$ cat src/rtl/thread_fetch_scheduler.sv
// thread_fetch_scheduler: two-thread fetch-slot picker with park/redirect/halt handling.
// Optional THREAD_FETCH_PERF_EN adds per-thread issue and idle-cycle counters.
module thread_fetch_scheduler #(
  parameter int ADDR_WIDTH = 32,
  parameter logic [ADDR_WIDTH-1:0] RESET_PC0 = 32'h0000_0000,
  parameter logic [ADDR_WIDTH-1:0] RESET_PC1 = 32'h0000_1000,
  parameter int QUANTUM = 1
) (
  input  logic                  clk,
  input  logic                  rst,
  input  logic                  i_stall,
  input  logic                  i_block_valid,
  input  logic                  i_block_tid,
  input  logic                  i_resolve_valid,
  input  logic                  i_resolve_tid,
  input  logic                  i_resolve_redirect,
  input  logic [ADDR_WIDTH-1:0] i_resolve_target,
  input  logic                  i_done_valid,
  input  logic                  i_done_tid,
  output logic                  o_valid,
  output logic [ADDR_WIDTH-1:0] o_pc,
  output logic                  o_thread_id,
  output logic                  o_all_halted
`ifdef THREAD_FETCH_PERF_EN
  ,
  output logic [31:0]           o_fetch_cnt0,
  output logic [31:0]           o_fetch_cnt1,
  output logic [31:0]           o_idle_cnt
`endif
);
  typedef enum logic [1:0] {RUN, BLOCKED, HALTED} st_e;
  localparam logic [3:0] QMAX = 4'(QUANTUM);
  st_e st_q [2];
  logic [ADDR_WIDTH-1:0] pc_q [2];
  logic [ADDR_WIDTH-1:0] hold_q;
  logic last_q, tid_q;
  logic [3:0] cnt_q;
  logic [1:0] elig, done_hit, blk_hit, res_hit;
  logic stay, sel, valid, issue;
  always_comb begin
    done_hit = {i_done_valid && i_done_tid, i_done_valid && !i_done_tid};
    blk_hit = {i_block_valid && i_block_tid, i_block_valid && !i_block_tid};
    res_hit = {i_resolve_valid && i_resolve_tid, i_resolve_valid && !i_resolve_tid};
    elig[0] = st_q[0] == RUN && !blk_hit[0] && !done_hit[0];
    elig[1] = st_q[1] == RUN && !blk_hit[1] && !done_hit[1];
    // a zero count means last_q has not fetched yet (post-reset), so it gets no stickiness
    stay = elig[last_q] && cnt_q != 4'd0 && cnt_q < QMAX;
    sel = stay ? last_q : (elig[!last_q] ? !last_q : last_q);
    valid = !rst && |elig;
    issue = valid && !i_stall;
  end
  assign o_valid = valid;
  assign o_pc = rst ? '0 : (valid ? pc_q[sel] : hold_q);
  assign o_thread_id = rst ? 1'b0 : (valid ? sel : tid_q);
  assign o_all_halted = !rst && st_q[0] == HALTED && st_q[1] == HALTED;
  always_ff @(posedge clk) begin
    if (rst) begin
      pc_q[0] <= RESET_PC0;
      pc_q[1] <= RESET_PC1;
      st_q[0] <= RUN;
      st_q[1] <= RUN;
      last_q <= 1'b1;
      cnt_q <= 4'd0;
      hold_q <= '0;
      tid_q <= 1'b0;
    end else begin
      if (valid) begin
        hold_q <= pc_q[sel];
        tid_q <= sel;
      end
      if (issue) begin
        last_q <= sel;
        cnt_q <= sel != last_q ? 4'd1 : (cnt_q < QMAX ? cnt_q + 4'd1 : cnt_q);
      end
      for (int t = 0; t < 2; t++) begin
        if (st_q[t] != HALTED) begin
          st_q[t] <= done_hit[t] ? HALTED : blk_hit[t] ? BLOCKED : res_hit[t] ? RUN : st_q[t];
          if (!done_hit[t])
            pc_q[t] <= res_hit[t] && i_resolve_redirect ? {i_resolve_target[ADDR_WIDTH-1:2], 2'b00}
                     : issue && sel == 1'(t) ? pc_q[t] + ADDR_WIDTH'(4) : pc_q[t];
        end
      end
    end
  end
`ifdef THREAD_FETCH_PERF_EN
  always_ff @(posedge clk) begin
    if (rst) begin
      o_fetch_cnt0 <= '0;
      o_fetch_cnt1 <= '0;
      o_idle_cnt <= '0;
    end else if (!i_stall) begin
      if (issue && !sel) o_fetch_cnt0 <= o_fetch_cnt0 + 32'd1;
      if (issue && sel) o_fetch_cnt1 <= o_fetch_cnt1 + 32'd1;
      if (!valid && !o_all_halted) o_idle_cnt <= o_idle_cnt + 32'd1;
    end
  end
`endif
endmodule

$ cat config.mk
export PLATFORM = sky130hd
export DESIGN_NAME = thread_fetch_scheduler
export DESIGN_NICKNAME = d
export VERILOG_FILES = /design/src/rtl/thread_fetch_scheduler.sv
export SDC_FILE = /design/constraint.sdc
export NUM_CORES = 1
export LEC_CHECK = 0
export CAP_MARGIN = 10
export CORE_MARGIN = 8
export CORE_UTILIZATION = 55
export DETAILED_ROUTE_END_ITERATION = 12
export PLACE_DENSITY_LB_ADDON = 0.12
export SYNTH_ARGS = -nofsm -noshare
export SYNTH_HDL_FRONTEND = slang
export SYNTH_SLANG_ARGS = --single-unit
$ cat constraint.sdc
create_clock -name clk -period 4.5 [get_ports clk]
set_clock_uncertainty 0.05 [all_clocks]
set_input_delay 0.675 -clock clk [delete_from_list [all_inputs] [get_ports clk]]
set_output_delay 0.675 -clock clk [all_outputs]
set_load 0.02 [all_outputs]
==> summary.txt, run 1 <==
Setup path
  – Crit path max-delay family: buffers and inverters
  – CP required: roughly 3.8 ns
  – Buf/Inv on CP: 3
  – Most used cell, CP: clkdlybuf4s50_1
  – Worst Setup End Kind: output pin
  – Worst Path Arrival: about 3.4 ns
  – Worst R2R Path Depth: 8
  – CP peak stage delay: around 0.68 ns
  – Critical-path cell list: clkdlybuf4s50_1 > nand2b_1 > and3_1 > a22o_1 > nor2_2 > buf_4 > o211ai_1 > clkdlybuf4s50_1
  – Crit start category: input port
  – Slowest CP cell: clkdlybuf4s50_1
  – CP max FO: 31
  – CP Depth: 8
  – WS Path Type: in -> out

Timing
  – Final setup viols: 0
  – Fmax: approximately 240 MHz
  – Hold_ws: between 0.4 and 0.5 ns
  – Final hold violation count: 0
  – Final period utilization: approximately nine tenths
  – Actual slew at the worst max-slew pin: slightly below 0.9 ns
  – RSZ-0062 raised after global routing: no
  – Setup ws final: slightly below 0.4 ns
  – Relative slew slack: between 40% and 50%
  – Min cycle time layout: 4.11 ns
  – Setup tns final: 0 ns
  – Slew Viols, Final: 0

Floorplanning
  – Die ar.: between 10000 and 15000 sq um
  – I/O pins: between 70 and 80
  – Core box area: between 10000 and 15000 sq um
  – Rows: 37
  – Die H: 119 um
  – Die W: 119 um
  – Initial core utilization: between 50% and 60%

Clock tree
  – Clk slew on worst S/H paths: roughly 0.1 ns
  – CTS tree: built
  – Inserted Clock Buffers: 9
  – H-tree lvl count: 3
  – Clk_lat worst skew: 0.37 ns
  – Clock Path Buffers: 2
  – CTS Hold Bufs: 0
  – Post_cts resized: 0
  – Clock Sinks: between 100 and 150
  – Clock root buffer master: clkbuf_8
  – Post CTS Setup Buffer Count: 0

Synthesis
  – Syn nets: approximately 700
  – Most frequent cell after synthesis: nand2_1
  – Post-synthesis adder-cell area fraction: 1.08%
  – Share of the synthesized area in the top cell type: roughly 33%
  – Synth Area in Compound Gates: between 10% and 20%
  – Post-synth top area cell: edfxtp_1
  – Cells after Synth: 636
  – Top FF cell, synth: edfxtp_1
  – Synth top area cells: edfxtp_1 (33%), dfxtp_1 (13%), nand2_1 (5.5%), xnor2_1 (5.3%), nand4_1 (4.7%)
  – Post-synthesis cell area: between 5000 and 6000 sq um
  – #FFs+latches synth: a little over 100
  – Distinct cells, synth: between 40 and 50
  – Post-synth top cells: nand2_1 (85), edfxtp_1 (64), nand4_1 (43)
  – FFs w/ async S/R, synth: 0%
  – Mux cell area share after synthesis: 0.173%
  – Simple-gate share of the synthesized area: a little under a quarter
  – Yosys warns: 0
  – Sequential area share after synthesis: 46.4%
  – Main combinational cell family by area after synthesis: simple AND/OR/NAND/NOR gates
  – Syn avg cell area: about 9.1 sq um
  – XOR/XNOR Fraction of Synth Area: roughly 8.3%
  – EDFF count, synth: 64

Global route
  – Vias in the first global route: 5065
  – Global route total overflow: 0
  – First-pass GRT wire length: 25.4 mm
  – Largest net degree at the start of global routing: 61
  – Overall Global Routing Usage: 22.0%
  – Initial antenna violation count: 0

Detailed routing
  – Drt drc: 0
  – WL per Instance: around 19 um
  – First drt pass iteration count: 6
  – Post-DRT Antenna Nets: 0
  – Vias per cell: 6.40
  – Drt total wl: 15.8 mm
  – Vias: between 5k and 6k
  – Detailed router's first-iteration violation count: 621

Power
  – PwrDens: approximately 360 nW/um^2
  – LEAKAGE: 2.17 nW
  – Post-layout power: 2.45 mW
  – Worst vdd ir: approximately 0.24 mV

Final layout
  – Diodes inserted: 0
  – # nets final: ~740
  – Area Overhead vs Synth: 18.7%
  – Layout cells sized above 1: under 10%
  – Non-Filler Instances: 831

Status
  – Status: finished, final reports clean

Worst hold path
  – Worst Hold Path Cells: 1
  – Hold Path Class: reg -> reg

Run
  – Max-Cap Viols: 0

Placed design
  – Placed insts: 815
  – Pre-CTS setup slack: around 0.45 ns
  – Port Buffer Count: 74
  – Detailed placement HPWL: ~11 mm
  – GP Congestion: 0.856
[cell usage in the layout, fill, tap and decap left out, types with 3 or more instances in the layout]
| cell | netlist | routed |
|---|---|---|
| and2_1 | 5 | 5 |
| and3_1 | 9 | 9 |
| a21o_1 | 3 | 3 |
| edfxtp_1 | 64 | 64 |
| buf_4 | 0 | 12 |
| xnor2_1 | 35 | 35 |
| o211ai_1 | 30 | 30 |
| nand2_1 | 85 | 85 |
| xor2_1 | 20 | 20 |
| and4_1 | 9 | 9 |
| nand4_1 | 43 | 43 |
| nor4_1 | 13 | 13 |
| dfxtp_1 | 38 | 38 |
| clkbuf_8 | 0 | 9 |
| ha_1 | 5 | 5 |
| nor2_1 | 39 | 37 |
| a21oi_1 | 41 | 41 |
| nand3_1 | 30 | 29 |
| nor3_1 | 11 | 9 |
| inv_1 | 9 | 9 |
| inv_6 | 0 | 3 |
| nand2b_1 | 5 | 5 |
| a211oi_1 | 23 | 23 |
| o21ai_0 | 40 | 40 |
| clkdlybuf4s50_1 | 0 | 74 |
| nor3_2 | 1 | 3 |
[worst paths after layout]
kind	start	to	slack [ns]
worst max-delay path	i_done_tid	o_pc[21]	0.39
worst min-delay path	hold_q[1]	hold_q[1]	0.42
worst max register to register	cnt_q[0]	pc_q[0][23]	1.66
worst min register to register	hold_q[1]	hold_q[1]	0.42
[worst register-to-register path, cell delays in order, from the launching register on]
cell and delay [ns]:
dfxtp_1 0.42, inv_1 0.09, ha_1 0.20, or4b_1 0.53, nor2_1 0.19, a22o_1 0.22
o21ai_0 0.16, a31oi_2 0.19, buf_4 0.42
[cells by family after synthesis]
group | after synthesis
fa+ha+maj | 5
flops | 102
compound gates | 155
buf+inv | 54
simple gates | 264
mux | 1
xor+xnor | 55
[flip-flops by register name (all words and copies together) (netlist names)]
signal  count
pc_q       60
hold_q     32
cnt_q       4
st_q        4
last_q      1
tid_q       1
[area by class of cell]
cell class              instances  area, sq um
inverters                       9         33.8
multi-input cells             480         2930
repair buffers                 88          871
flip-flops and latches        102         2680
well taps                     136          170
clock buffers                   9          124
clock inverters                 7         55.1
fillers                       865         3410
[power breakdown]
part	internal, mW	total, mW	leakage [nW]	switching [mW]
Clock	0.207	0.541	0.0866	0.334
Combinational	0.260	0.623	1.11	0.363
Sequential	1.15	1.28	0.969	0.128
Total	1.62	2.45	2.17	0.825
[per-layer routing]
layer	share of wire, %	global-route usage (%)	wire length, um
met1	42	27.6	6650
met3	8.4	5.24	1330
met5	0	0	0
met4	1.4	6.80	221
met2	48	36.8	7620
[through the flow]
| step | util (%) | area, sq um |
|---|---|---|
| after detailed placement | 65.1 | 6690 |
| after global routing | 66.8 | 6870 |
| after global placement | 65.1 | 6690 |
| after CTS | 66.8 | 6870 |
| final | 66.8 | 6870 |
| after floorplan | - | 5780 |
Power figures use the tool's default switching activity.
==> run 2: changes to the inputs <==
--- a/config.mk
+++ b/config.mk
@@ -9,7 +9,7 @@
 export CORE_MARGIN = 8
 export CORE_UTILIZATION = 55
 export DETAILED_ROUTE_END_ITERATION = 12
-export PLACE_DENSITY_LB_ADDON = 0.12
+export PLACE_DENSITY = 0.86
 export SYNTH_ARGS = -nofsm -noshare
 export SYNTH_HDL_FRONTEND = slang
 export SYNTH_SLANG_ARGS = --single-unit
==> run 2 against run 1 <==
  * Sequential share of layout area rose by 0.16 points
  * Register-to-register slack got worse by 0.02 ns
  * Non-clock buffer count rose by 1
  * Worst setup slack improved by 0.088 ns
  * Highest routed layer unchanged
==> summary.txt, run 2 (synthesis results as in run 1) <==
Status
  – Status: finished, final reports clean

Final layout
  – Area Overhead vs Synth: 18.3%
  – Most frequent cells in the layout: nand2_1 (85), clkdlybuf4s50_1 (74), edfxtp_1 (64)
  – Commonest non-fill, non-tap cell in the layout: nand2_1
  – Fin area: 6840 sq um (-0.40%)
  – Largest register by flop count: pc_q
  – # nets final: 738 (+0.14%)
  – Max reg flops: 60 (unchanged)
  – Largest regs: pc_q (60), hold_q (32)
  – Non-Filler Instances: 832 (+0.12%)
  – Layout cells sized above 1: 6.61% (-0.44 points)
  – Diodes inserted: 0 (unchanged)

Setup path
  – Critical-path cell list: inv_1 > ha_1 > or4b_1 > nor2_1 > a22o_1 > nor2_2 > buf_4 > o211ai_1 > clkdlybuf4s50_1
  – CP peak stage delay: 0.67 ns (about the same)
  – Crit start category: flip-flop
  – Slowest CP cell: clkdlybuf4s50_1
  – Worst R2R Path Depth: 8 (unchanged)
  – Worst Setup End Kind: output pin
  – Worst Path Arrival: 3.30 ns (-0.09 ns)
  – CP required: 3.77 ns (about the same)
  – CP Depth: 9 (+1)
  – CP max FO: 18 (-42%)
  – Worst R2R Setup Slack: 1.64 ns (-0.02 ns)
  – Crit path max-delay family: buffers and inverters
  – Buf/Inv on CP: 3 (unchanged)
  – WS Path Type: reg -> out

Timing
  – Final hold violation count: 0 (unchanged)
  – Min cycle time layout: 4.02 ns (-0.0884 ns)
  – Fmax: 249 MHz (+2.2%)
  – Slew Viols, Final: 0 (unchanged)
  – Setup ws final: 0.477 ns (+0.0884 ns)
  – Final setup viols: 0 (unchanged)
  – Actual slew at the worst max-slew pin: 0.864 ns (-0.00146 ns)
  – Final period utilization: 89.4% (-2.0 points)
  – RSZ-0062 raised after global routing: no
  – Relative slew slack: 42.4% (+0.098 points)
  – Setup tns final: 0 ns (unchanged)

Floorplanning
  – Rows: 37 (unchanged)
  – Die W: 119 um (unchanged)
  – Core box area: 10300 sq um (unchanged)
  – Die ar.: 14100 sq um (unchanged)
  – Die H: 119 um (unchanged)
  – I/O pins: 77 (unchanged)
  – Initial core utilization: 56.3% (unchanged)

Global route
  – Global route total overflow: 0 (unchanged)
  – Initial antenna violation count: 0 (unchanged)
  – Vias in the first global route: 5157 (+1.8%)
  – Largest net degree at the start of global routing: 63 (+3.3%)
  – First-pass GRT wire length: 25.8 mm (+1.7%)
  – Overall Global Routing Usage: 22.2% (+0.17 points)

Detailed routing
  – Vias per cell: 6.40 (about the same)
  – Detailed router's first-iteration violation count: 594 (-4.3%)
  – Vias: 5326 (+0.13%)
  – First drt pass iteration count: 7 (+1)
  – WL per Instance: 19.0 um (-0.15%)
  – Drt drc: 0 (unchanged)
  – Drt total wl: 15.8 mm (about the same)
  – Post-DRT Antenna Nets: 0 (unchanged)

Worst hold path
  – Hold Path Class: reg -> reg
  – Worst Hold Path Cells: 1 (unchanged)

Clock tree
  – Clock Path Buffers: 2 (unchanged)
  – Inserted Clock Buffers: 9 (unchanged)
  – Post_cts resized: 0 (unchanged)
  – Clock root buffer master: clkbuf_8
  – CTS Hold Bufs: 0 (unchanged)
  – CTS tree: built
  – Post CTS Setup Buffer Count: 0 (unchanged)
  – H-tree lvl count: 3 (unchanged)
  – Clk_lat worst skew: 0.37 ns (about the same)
  – Clk slew on worst S/H paths: 0.10 ns (about the same)
  – Clock Sinks: 102 (unchanged)

Power
  – LEAKAGE: 2.16 nW (-0.44%)
  – PwrDens: 353 nW/um^2 (-1.0%)
  – Worst vdd ir: 0.198 mV (-16%)

Placed design
  – GP Congestion: 0.937 (+9.4%)
  – Port Buffer Count: 74 (unchanged)
  – Pre-CTS setup slack: 0.547 ns (+0.0990 ns)
  – Detailed placement HPWL: 11.2 mm (+2.6%)
  – Placed Instance Area: 6680 sq um (about the same)
  – Placed insts: 816 (+0.12%)

Run
  – Max-Cap Viols: 0 (unchanged)
[run 2: cell count changes in the layout (fill, tap and decap cells not counted), sizes merged]
| cell | before | now |
|---|---|---|
| clkinvlp | 2 | 1 |
| clkbuf | 9 | 10 |
| clkinv | 2 | 5 |
| inv | 12 | 9 |
| buf | 14 | 15 |
[run 2: path summary, 6_finish.rpt]
| path | startpoint | endpoint |
|---|---|---|
| worst max register to register | cnt_q[0] | pc_q[0][10] |
| worst min register to register | hold_q[1] | hold_q[1] |
| worst min-delay path | hold_q[1] | hold_q[1] |
| worst max-delay path | cnt_q[0] | o_pc[31] |
[run 2: area by class of cell]
type | count | area (sq um)
clock buffers | 10 | 128
clock inverters | 6 | 28.8
fillers | 806 | 3440
inverters | 9 | 33.8
multi-input cells | 480 | 2930
flip-flops and latches | 102 | 2680
well taps | 136 | 170
repair buffers | 89 | 866
[run 2: per-stage QoR]
stage	total power [mW]	hold WS, ns	utilization, %
3_3_place_gp	1.89	0.390	65.0
6_report	2.41	0.422	66.6
3_5_place_dp	1.91	0.404	65.0
4_1_cts	2.41	0.426	66.6
5_1_grt	2.52	0.443	66.6
2_1_floorplan	1.64	0.460	-
[run 2: routing by layer]
layer	vias up	GRT usage, %	share of wire (%)
li1	2486	-	-
met1	2475	27.0	39
met2	318	37.2	49
met3	47	4.00	8.3
met4	0	11.1	3.8
met5	-	0	0
[run 2: where the power goes]
group	internal, mW	switching [mW]	leakage, nW
clock	0.194	0.312	0.0786
combinational	0.260	0.366	1.11
sequential	1.15	0.126	0.969
total	1.61	0.803	2.16
==> run 3: changes to the inputs <==
--- a/config.mk
+++ b/config.mk
@@ -10,6 +10,7 @@
 export CORE_UTILIZATION = 55
 export DETAILED_ROUTE_END_ITERATION = 12
 export PLACE_DENSITY = 0.86
+export SKIP_LAST_GASP = 1
 export SYNTH_ARGS = -nofsm -noshare
 export SYNTH_HDL_FRONTEND = slang
 export SYNTH_SLANG_ARGS = --single-unit
==> results of run 3 <==
No change in the layout: final DEF, timing and power equal those of run 2.
